==> config.mk <==
export PLATFORM = sky130hd
export DESIGN_NAME = operand_loader_flat
export DESIGN_NICKNAME = d
export VERILOG_FILES = /design/src/rtl/operand_loader_if.sv /design/src/rtl/operand_loader.sv /design/src/flat_wrapper.sv
export SDC_FILE = /design/constraint.sdc
export NUM_CORES = 1
export LEC_CHECK = 0
export CELL_PAD_IN_SITES_DETAIL_PLACEMENT = 1
export CELL_PAD_IN_SITES_GLOBAL_PLACEMENT = 2
export CORE_UTILIZATION = 26
export CTS_CLUSTER_SIZE = 20
export DETAILED_ROUTE_END_ITERATION = 10
export PLACE_DENSITY = 0.79
export SLEW_MARGIN = 20
export SYNTH_ARGS = -nofsm -noshare
export SYNTH_HDL_FRONTEND = slang
export SYNTH_SLANG_ARGS = --single-unit
export TNS_END_PERCENT = 10
==> constraint.sdc <==
create_clock -name clk -period 2 [get_ports clk]
set_input_delay 0.4 -clock clk [delete_from_list [all_inputs] [get_ports clk]]
set_output_delay 0.4 -clock clk [all_outputs]
set_load 0.03 [all_outputs]
==> src/rtl/operand_loader_if.sv <==
// Word-stream input and assembled-operand output of the operand loader.
// master = word source / multiplier side, slave = the loader itself.
interface operand_loader_if #(
    parameter int WORD_W    = 16,
    parameter int OPERAND_W = 32
);
    localparam int BEATS = OPERAND_W / WORD_W;
    localparam int CNT_W = $clog2(BEATS + 1);

    logic                 in_valid;
    logic                 in_ready;
    logic [WORD_W-1:0]    in_data;
    logic                 in_last;
    logic                 sign_mode;
    logic                 out_valid;
    logic                 out_ready;
    logic [OPERAND_W-1:0] out_data;
    logic [CNT_W-1:0]     out_words;

    modport master (
        output in_valid, in_data, in_last, sign_mode, out_ready,
        input  in_ready, out_valid, out_data, out_words
    );

    modport slave (
        input  in_valid, in_data, in_last, sign_mode, out_ready,
        output in_ready, out_valid, out_data, out_words
    );
endinterface

==> src/rtl/operand_loader.sv <==
// Assembles LSW-first words into a registered operand with zero/sign extension.
// Latency: out_valid the cycle after the completing word; in_ready low while holding.
module operand_loader #(
    parameter int WORD_W    = 16,
    parameter int OPERAND_W = 32
) (
    input  logic          clk,
    input  logic          reset_n,
    input  logic          flush,
    operand_loader_if.slave bus
);
    localparam int BEATS = OPERAND_W / WORD_W;
    localparam int CNT_W = $clog2(BEATS + 1);
    localparam int K_W   = (BEATS > 1) ? $clog2(BEATS) : 1;

    typedef enum logic {COLLECT, HOLD} state_e;

    state_e               state_q, state_d;
    logic [K_W-1:0]       k_q, k_d;
    logic [OPERAND_W-1:0] data_q, data_d;
    logic [CNT_W-1:0]     words_q, words_d;
    logic                 sign_q, sign_d;
    logic                 accept, sign_eff, fill, complete;

    assign bus.in_ready  = (state_q == COLLECT);
    assign bus.out_valid = (state_q == HOLD);
    assign bus.out_data  = data_q;
    assign bus.out_words = words_q;

    assign accept   = bus.in_valid & bus.in_ready;
    // The first word uses the live sign_mode; later words use the latched copy.
    assign sign_eff = (k_q == '0) ? bus.sign_mode : sign_q;
    assign fill     = sign_eff & bus.in_data[WORD_W-1];
    assign complete = bus.in_last | (k_q == K_W'(BEATS - 1));

    always_comb begin
        state_d = state_q;
        k_d     = k_q;
        data_d  = data_q;
        words_d = words_q;
        sign_d  = sign_q;
        if (flush) begin
            state_d = COLLECT;
            k_d     = '0;
            words_d = '0;
        end else if (accept) begin
            if (k_q == '0) sign_d = bus.sign_mode;
            for (int j = 0; j < BEATS; j++) begin
                if (j == int'(k_q))
                    data_d[j*WORD_W +: WORD_W] = bus.in_data;
                else if (j > int'(k_q))
                    data_d[j*WORD_W +: WORD_W] = {WORD_W{fill}};
            end
            if (complete) begin
                state_d = HOLD;
                words_d = CNT_W'(int'(k_q) + 1);
                k_d     = '0;
            end else begin
                k_d = k_q + K_W'(1);
            end
        end else if (state_q == HOLD && bus.out_ready) begin
            state_d = COLLECT;
        end
    end

    always_ff @(posedge clk or negedge reset_n) begin
        if (!reset_n) begin
            state_q <= COLLECT;
            k_q     <= '0;
            data_q  <= '0;
            words_q <= '0;
            sign_q  <= 1'b0;
        end else begin
            state_q <= state_d;
            k_q     <= k_d;
            data_q  <= data_d;
            words_q <= words_d;
            sign_q  <= sign_d;
        end
    end
endmodule

==> src/flat_wrapper.sv <==
// flat-port wrapper written by rule: the top's interface ports become plain ports
module operand_loader_flat 
#(
    parameter int WORD_W    = 16,
    parameter int OPERAND_W = 32
)
  (clk, reset_n, flush, bus_in_valid, bus_in_data, bus_in_last, bus_sign_mode, bus_out_ready, bus_in_ready, bus_out_valid, bus_out_data, bus_out_words);
  operand_loader_if #(.WORD_W(WORD_W), .OPERAND_W(OPERAND_W)) bus_i ();
  input  logic clk;
  input  logic reset_n;
  input  logic flush;
  input wire logic [$bits(bus_i.in_valid)-1:0] bus_in_valid;
  input wire logic [$bits(bus_i.in_data)-1:0] bus_in_data;
  input wire logic [$bits(bus_i.in_last)-1:0] bus_in_last;
  input wire logic [$bits(bus_i.sign_mode)-1:0] bus_sign_mode;
  input wire logic [$bits(bus_i.out_ready)-1:0] bus_out_ready;
  output wire logic [$bits(bus_i.in_ready)-1:0] bus_in_ready;
  output wire logic [$bits(bus_i.out_valid)-1:0] bus_out_valid;
  output wire logic [$bits(bus_i.out_data)-1:0] bus_out_data;
  output wire logic [$bits(bus_i.out_words)-1:0] bus_out_words;
  assign bus_i.in_valid = bus_in_valid;
  assign bus_i.in_data = bus_in_data;
  assign bus_i.in_last = bus_in_last;
  assign bus_i.sign_mode = bus_sign_mode;
  assign bus_i.out_ready = bus_out_ready;
  assign bus_in_ready = bus_i.in_ready;
  assign bus_out_valid = bus_i.out_valid;
  assign bus_out_data = bus_i.out_data;
  assign bus_out_words = bus_i.out_words;
  operand_loader #(.WORD_W(WORD_W), .OPERAND_W(OPERAND_W)) u_core (.clk(clk), .reset_n(reset_n), .flush(flush), .bus(bus_i));
endmodule
; ---- Word-level counts from Yosys, hierarchy flattened
; Cells that the tools add are included.
; Widths: inputs -> output; s select.
[classes]
n_mux = 13
reduce_logical = 10
add_sub_neg = 2
n_eq_ne = 1
n_bitwise = 6
n_lt_le_gt_ge = 1
[op_table]
columns = cell, count
row1 = $mux 16, 2
row2 = $mux 1, 8
row3 = $mux 2, 3
row4 = $reduce_and 2->1, 3
row5 = $reduce_and 3->1, 2
row6 = $reduce_bool 2->1, 3
row7 = $ne 3x3->1 const B, 1
row8 = $not 1->1, 3
row9 = $reduce_bool 3->1, 1
row10 = $add 1x1->2 const B, 1
row11 = $and 1x1->1, 2
row12 = $add 1x1->1 const B, 1
row13 = $gt 1x1->1 const A, 1
row14 = $logic_and 1x1->1, 1
row15 = $or 1x1->1, 1
[totals]
elab_cells = 39
output_inout_bits = 36
register_bits = 37
input_bits = 23

; ---- Longest topological paths before layout
[depth]
word_depth = 4
mapped_depth = 5
ltp_nobuf = 3

; ---- Worst setup path after synthesis
; OpenSTA, ideal clock, no wires.
[synth_timing]
path_type = register to register
start = register u_core.state_q (netlist: u_core.bus.out_valid)
end = register u_core.data_q[0] (netlist: u_core.bus.out_data[0])
path_buffers = 1
stages_incl_launch_ff = 4
setup_time_ns = 0.125
required_ns = 1.875
path_slack_ns = 0.345
period_less_slack_ns = 1.655
arrival_time_ns = 1.530
cell_sequence = dfrtp_1 nor4b_4 buf_6 mux2_2
[synth_between]
elab_chain_len = 3
[synth_lines]
columns = element, line_no
row1 = "start, declared", operand_loader.sv:18  ; state_e state_q, state_d;
row2 = "start signal, assigned", operand_loader.sv:74  ; state_q <= state_d;
row3 = $not 1->1, operand_loader.sv:25  ; assign bus.in_ready = (state_q == COLLECT);
row4 = $and 1x1->1, operand_loader.sv:30  ; assign accept = bus.in_valid & bus.in_ready;
row5 = $reduce_and 3->1 (no source line), n/a
row6 = "end signal, assigned", operand_loader.sv:76  ; data_q <= data_d;
row7 = "end, declared", operand_loader.sv:20  ; logic [OPERAND_W-1:0] data_q, data_d;
; No other way between the ends.
; A chain may end at the register's enable or synchronous reset.

; ---- Final worst setup path
[layout_timing]
start = register u_core.state_q (netlist: u_core.bus.out_valid)
end = output bus_in_ready
[layout_between]
elab_chain_len = 1
[layout_lines]
columns = element, line_no
row1 = $not 1->1, operand_loader.sv:25
row2 = "end, declared", flat_wrapper.sv:17  ; output wire logic [$bits(bus_i.in_ready)-1:0] bus_in_ready;
; No other way between the ends.

==> out/metrics.cfg <==
[cells_and_area]
multi_input_area_um2=533
insertedDiodeCount=0
layout_commonest_cell=clkdlybuf4s50_1
n_fill_cell=605
area_delta_synth_final_pct=51.4
final_cell_mix=57 x clkdlybuf4s50_1, 36 x dfrtp_1, 31 x nand2_1
register_area_um2=901
fin_nets=207
drive_above_1_share=0.173

[die]
initial_core_util=0.269
num_io_pins=59
dieArea_mm2=0.00601
die_x_um=77.5
core_mm2=0.00551
rows=27
die_h_um=77.5

[grt]
grt_max_degree=37
antenna_found_initial=0
grt_use_total=0.143
grt_pass1_wl_um=6610
grt_pass1_vias=1283
grt_overflow=0

[yosys]
ys_types=18
synthCells=124
synth_nets=147
yosys_warnings=0
ys_seq_area_frac=0.607
synth_area_leaders=dfrtp_1 61%, mux2_2 13%, nand2_1 7.8%
syn_area_mm2=0.00148
synth.top_cell.area_share=0.607
yosysTopAreaCell=dfrtp_1
avgSynthCellArea_um2=12.0
yosys_register_bits=36

[hold_path]
hold_class=input port to asynchronous set/reset pin

[pwr]
power_per_cell_area_mw_per_mm2=990
power.leakage_nw=0.909
vdd_drop_max_mv=0.485

[timing]
post-route-period-util=0.952
worst_pin_slew_ns=0.806
clock_skew_ns=0.00840
timing.final.ws_setup_ns=0.0968
min_period_ns=1.90
slew_violations=0
hold_viol=0
finalSetupTns_ns=0
slew_headroom=0.463
fmax_ghz=0.525
setup_viol=0
grt_setup_unrepaired=false

[drt]
drt_iter0_drc=30
drc_errors=0
firstDrtPassIters=4
postRouteAntennaNets=0
wl_um=3820
vias=1145
viasPerCell=4.46
wl_per_cell_um=14.9

[critical_path]
startpoint=u_core.bus.out_valid$_DFFE_PN0P_
worstSetupPathType=register to output pin
r2r_start=u_core.bus.out_valid$_DFFE_PN0P_
reg2reg_to=u_core.bus.out_data[22]$_DFFE_PN0P_
endpoint=bus_in_ready
worstPathRequired_ns=1.60
crit_fanout=6
ff2ff_setup_slack_ns=0.48
arrival_ns=1.50
r2r_cells=4
worstSetupEndpointType=output pin
start_kind=register

[clocking]
cts_resized=0
root_buffer=clkbuf_8
cts.sinks=36
cts_buffers=5
cts_tree=built
post_cts_buffers=0
clk_path_buf_depth=2
cts_hold_buf=0
clkLatencyLatePin_ns=0.28
htreeDepth=2
clk_pin_slew_worst_paths_ns=0.07

[place]
gp_congestion=0.723
port-buffer-count=58
dpl_worst_slack_ns=-0.107
detailed_place_hpwl_um=2790

[job]
drv_cap=0

[status]
outcome=completed

-- critical path: stages (launching register included) --
cell and delay (ns):
dfrtp_1 0.45, inv_1 0.11, clkdlybuf4s50_1 0.67
-- state kept, by name (all words and copies together) (netlist names) --
register / cells
u_core.bus.out_data: 32
u_core.bus.out_valid: 1
u_core.bus.out_words: 2
u_core.k_q: 1
-- Yosys cell counts --
cell       n
a221oi_1   1
a22oi_1    1
buf_2      4
buf_6      1
clkbuf_1   3
dfrtp_1   36
inv_1      2
mux2_2    17
mux2i_1    1
nand2_1   31
nand3_2    1
nand3b_1   1
nor2_1     4
nor2b_1    1
nor4b_4    1
o211ai_1  15
o21ai_0    3
or3b_2     1
-- routing by layer --
layer,routed length [µm],vias to the layer above,track usage
met5,0,-,0
met4,40,0,0.0509
met3,185,2,0.0424
met2,1930,38,0.235
met1,1670,555,0.178
li1,-,550,-
-- kinds of logic after synthesis --
group,share of synthesized area
muxes,0.136
AOI/OAI and AO/OA,0.0970
DFF,0.607
and+or+nand+nor,0.126
buffers and inverters,0.0337
-- worst min-delay path by stage --
| stage | slack, ns | from | to | depth (start not counted) |
|---|---|---|---|---|
| 3_3_place_gp | 0.49 | u_core.bus.out_data[31]$_DFFE_PN0P_ | u_core.bus.out_data[31]$_DFFE_PN0P_ | 2 |
| 4_1_cts | 0.22 | reset_n | u_core.bus.out_data[15]$_DFFE_PN0P_ | 1 |
| 6_report | 0.20 | reset_n | u_core.bus.out_data[24]$_DFFE_PN0P_ | 1 |
| 5_1_grt | 0.26 | reset_n | u_core.bus.out_data[4]$_DFFE_PN0P_ | 1 |
| 2_1_floorplan | 0.10 | reset_n | u_core.bus.out_data[0]$_DFFE_PN0P_ | 0 |
| 3_5_place_dp | 0.50 | u_core.bus.out_data[13]$_DFFE_PN0P_ | u_core.bus.out_data[13]$_DFFE_PN0P_ | 1 |
-- area by class of cell --
type	instances	share of cell area
tap	72	0.0401
inverter	2	0.00334
clock buffer	6	0.0367
clock inverter	2	0.00445
sequential	36	0.401
multi-input combinational	78	0.237
timing repair buffer	61	0.277
-- report_power, final --
group / switching, mW / internal, mW
combinational: 0.420 / 0.354
sequential: 0.0718 / 0.854
clock: 0.250 / 0.275
-- metrics by stage --
stage	power, mW	util	cells	hold WS (ns)	area [µm²]
after global routing	2.36	0.408	257	0.255	2250
after global placement	1.71	0.391	249	0.488	2150
after detailed placement	1.73	0.391	249	0.495	2150
after CTS	2.26	0.408	257	0.219	2250
after floorplan	1.35	-	124	0.104	1480
final	2.22	0.408	257	0.204	2250
(Power assumes the default switching activity.)
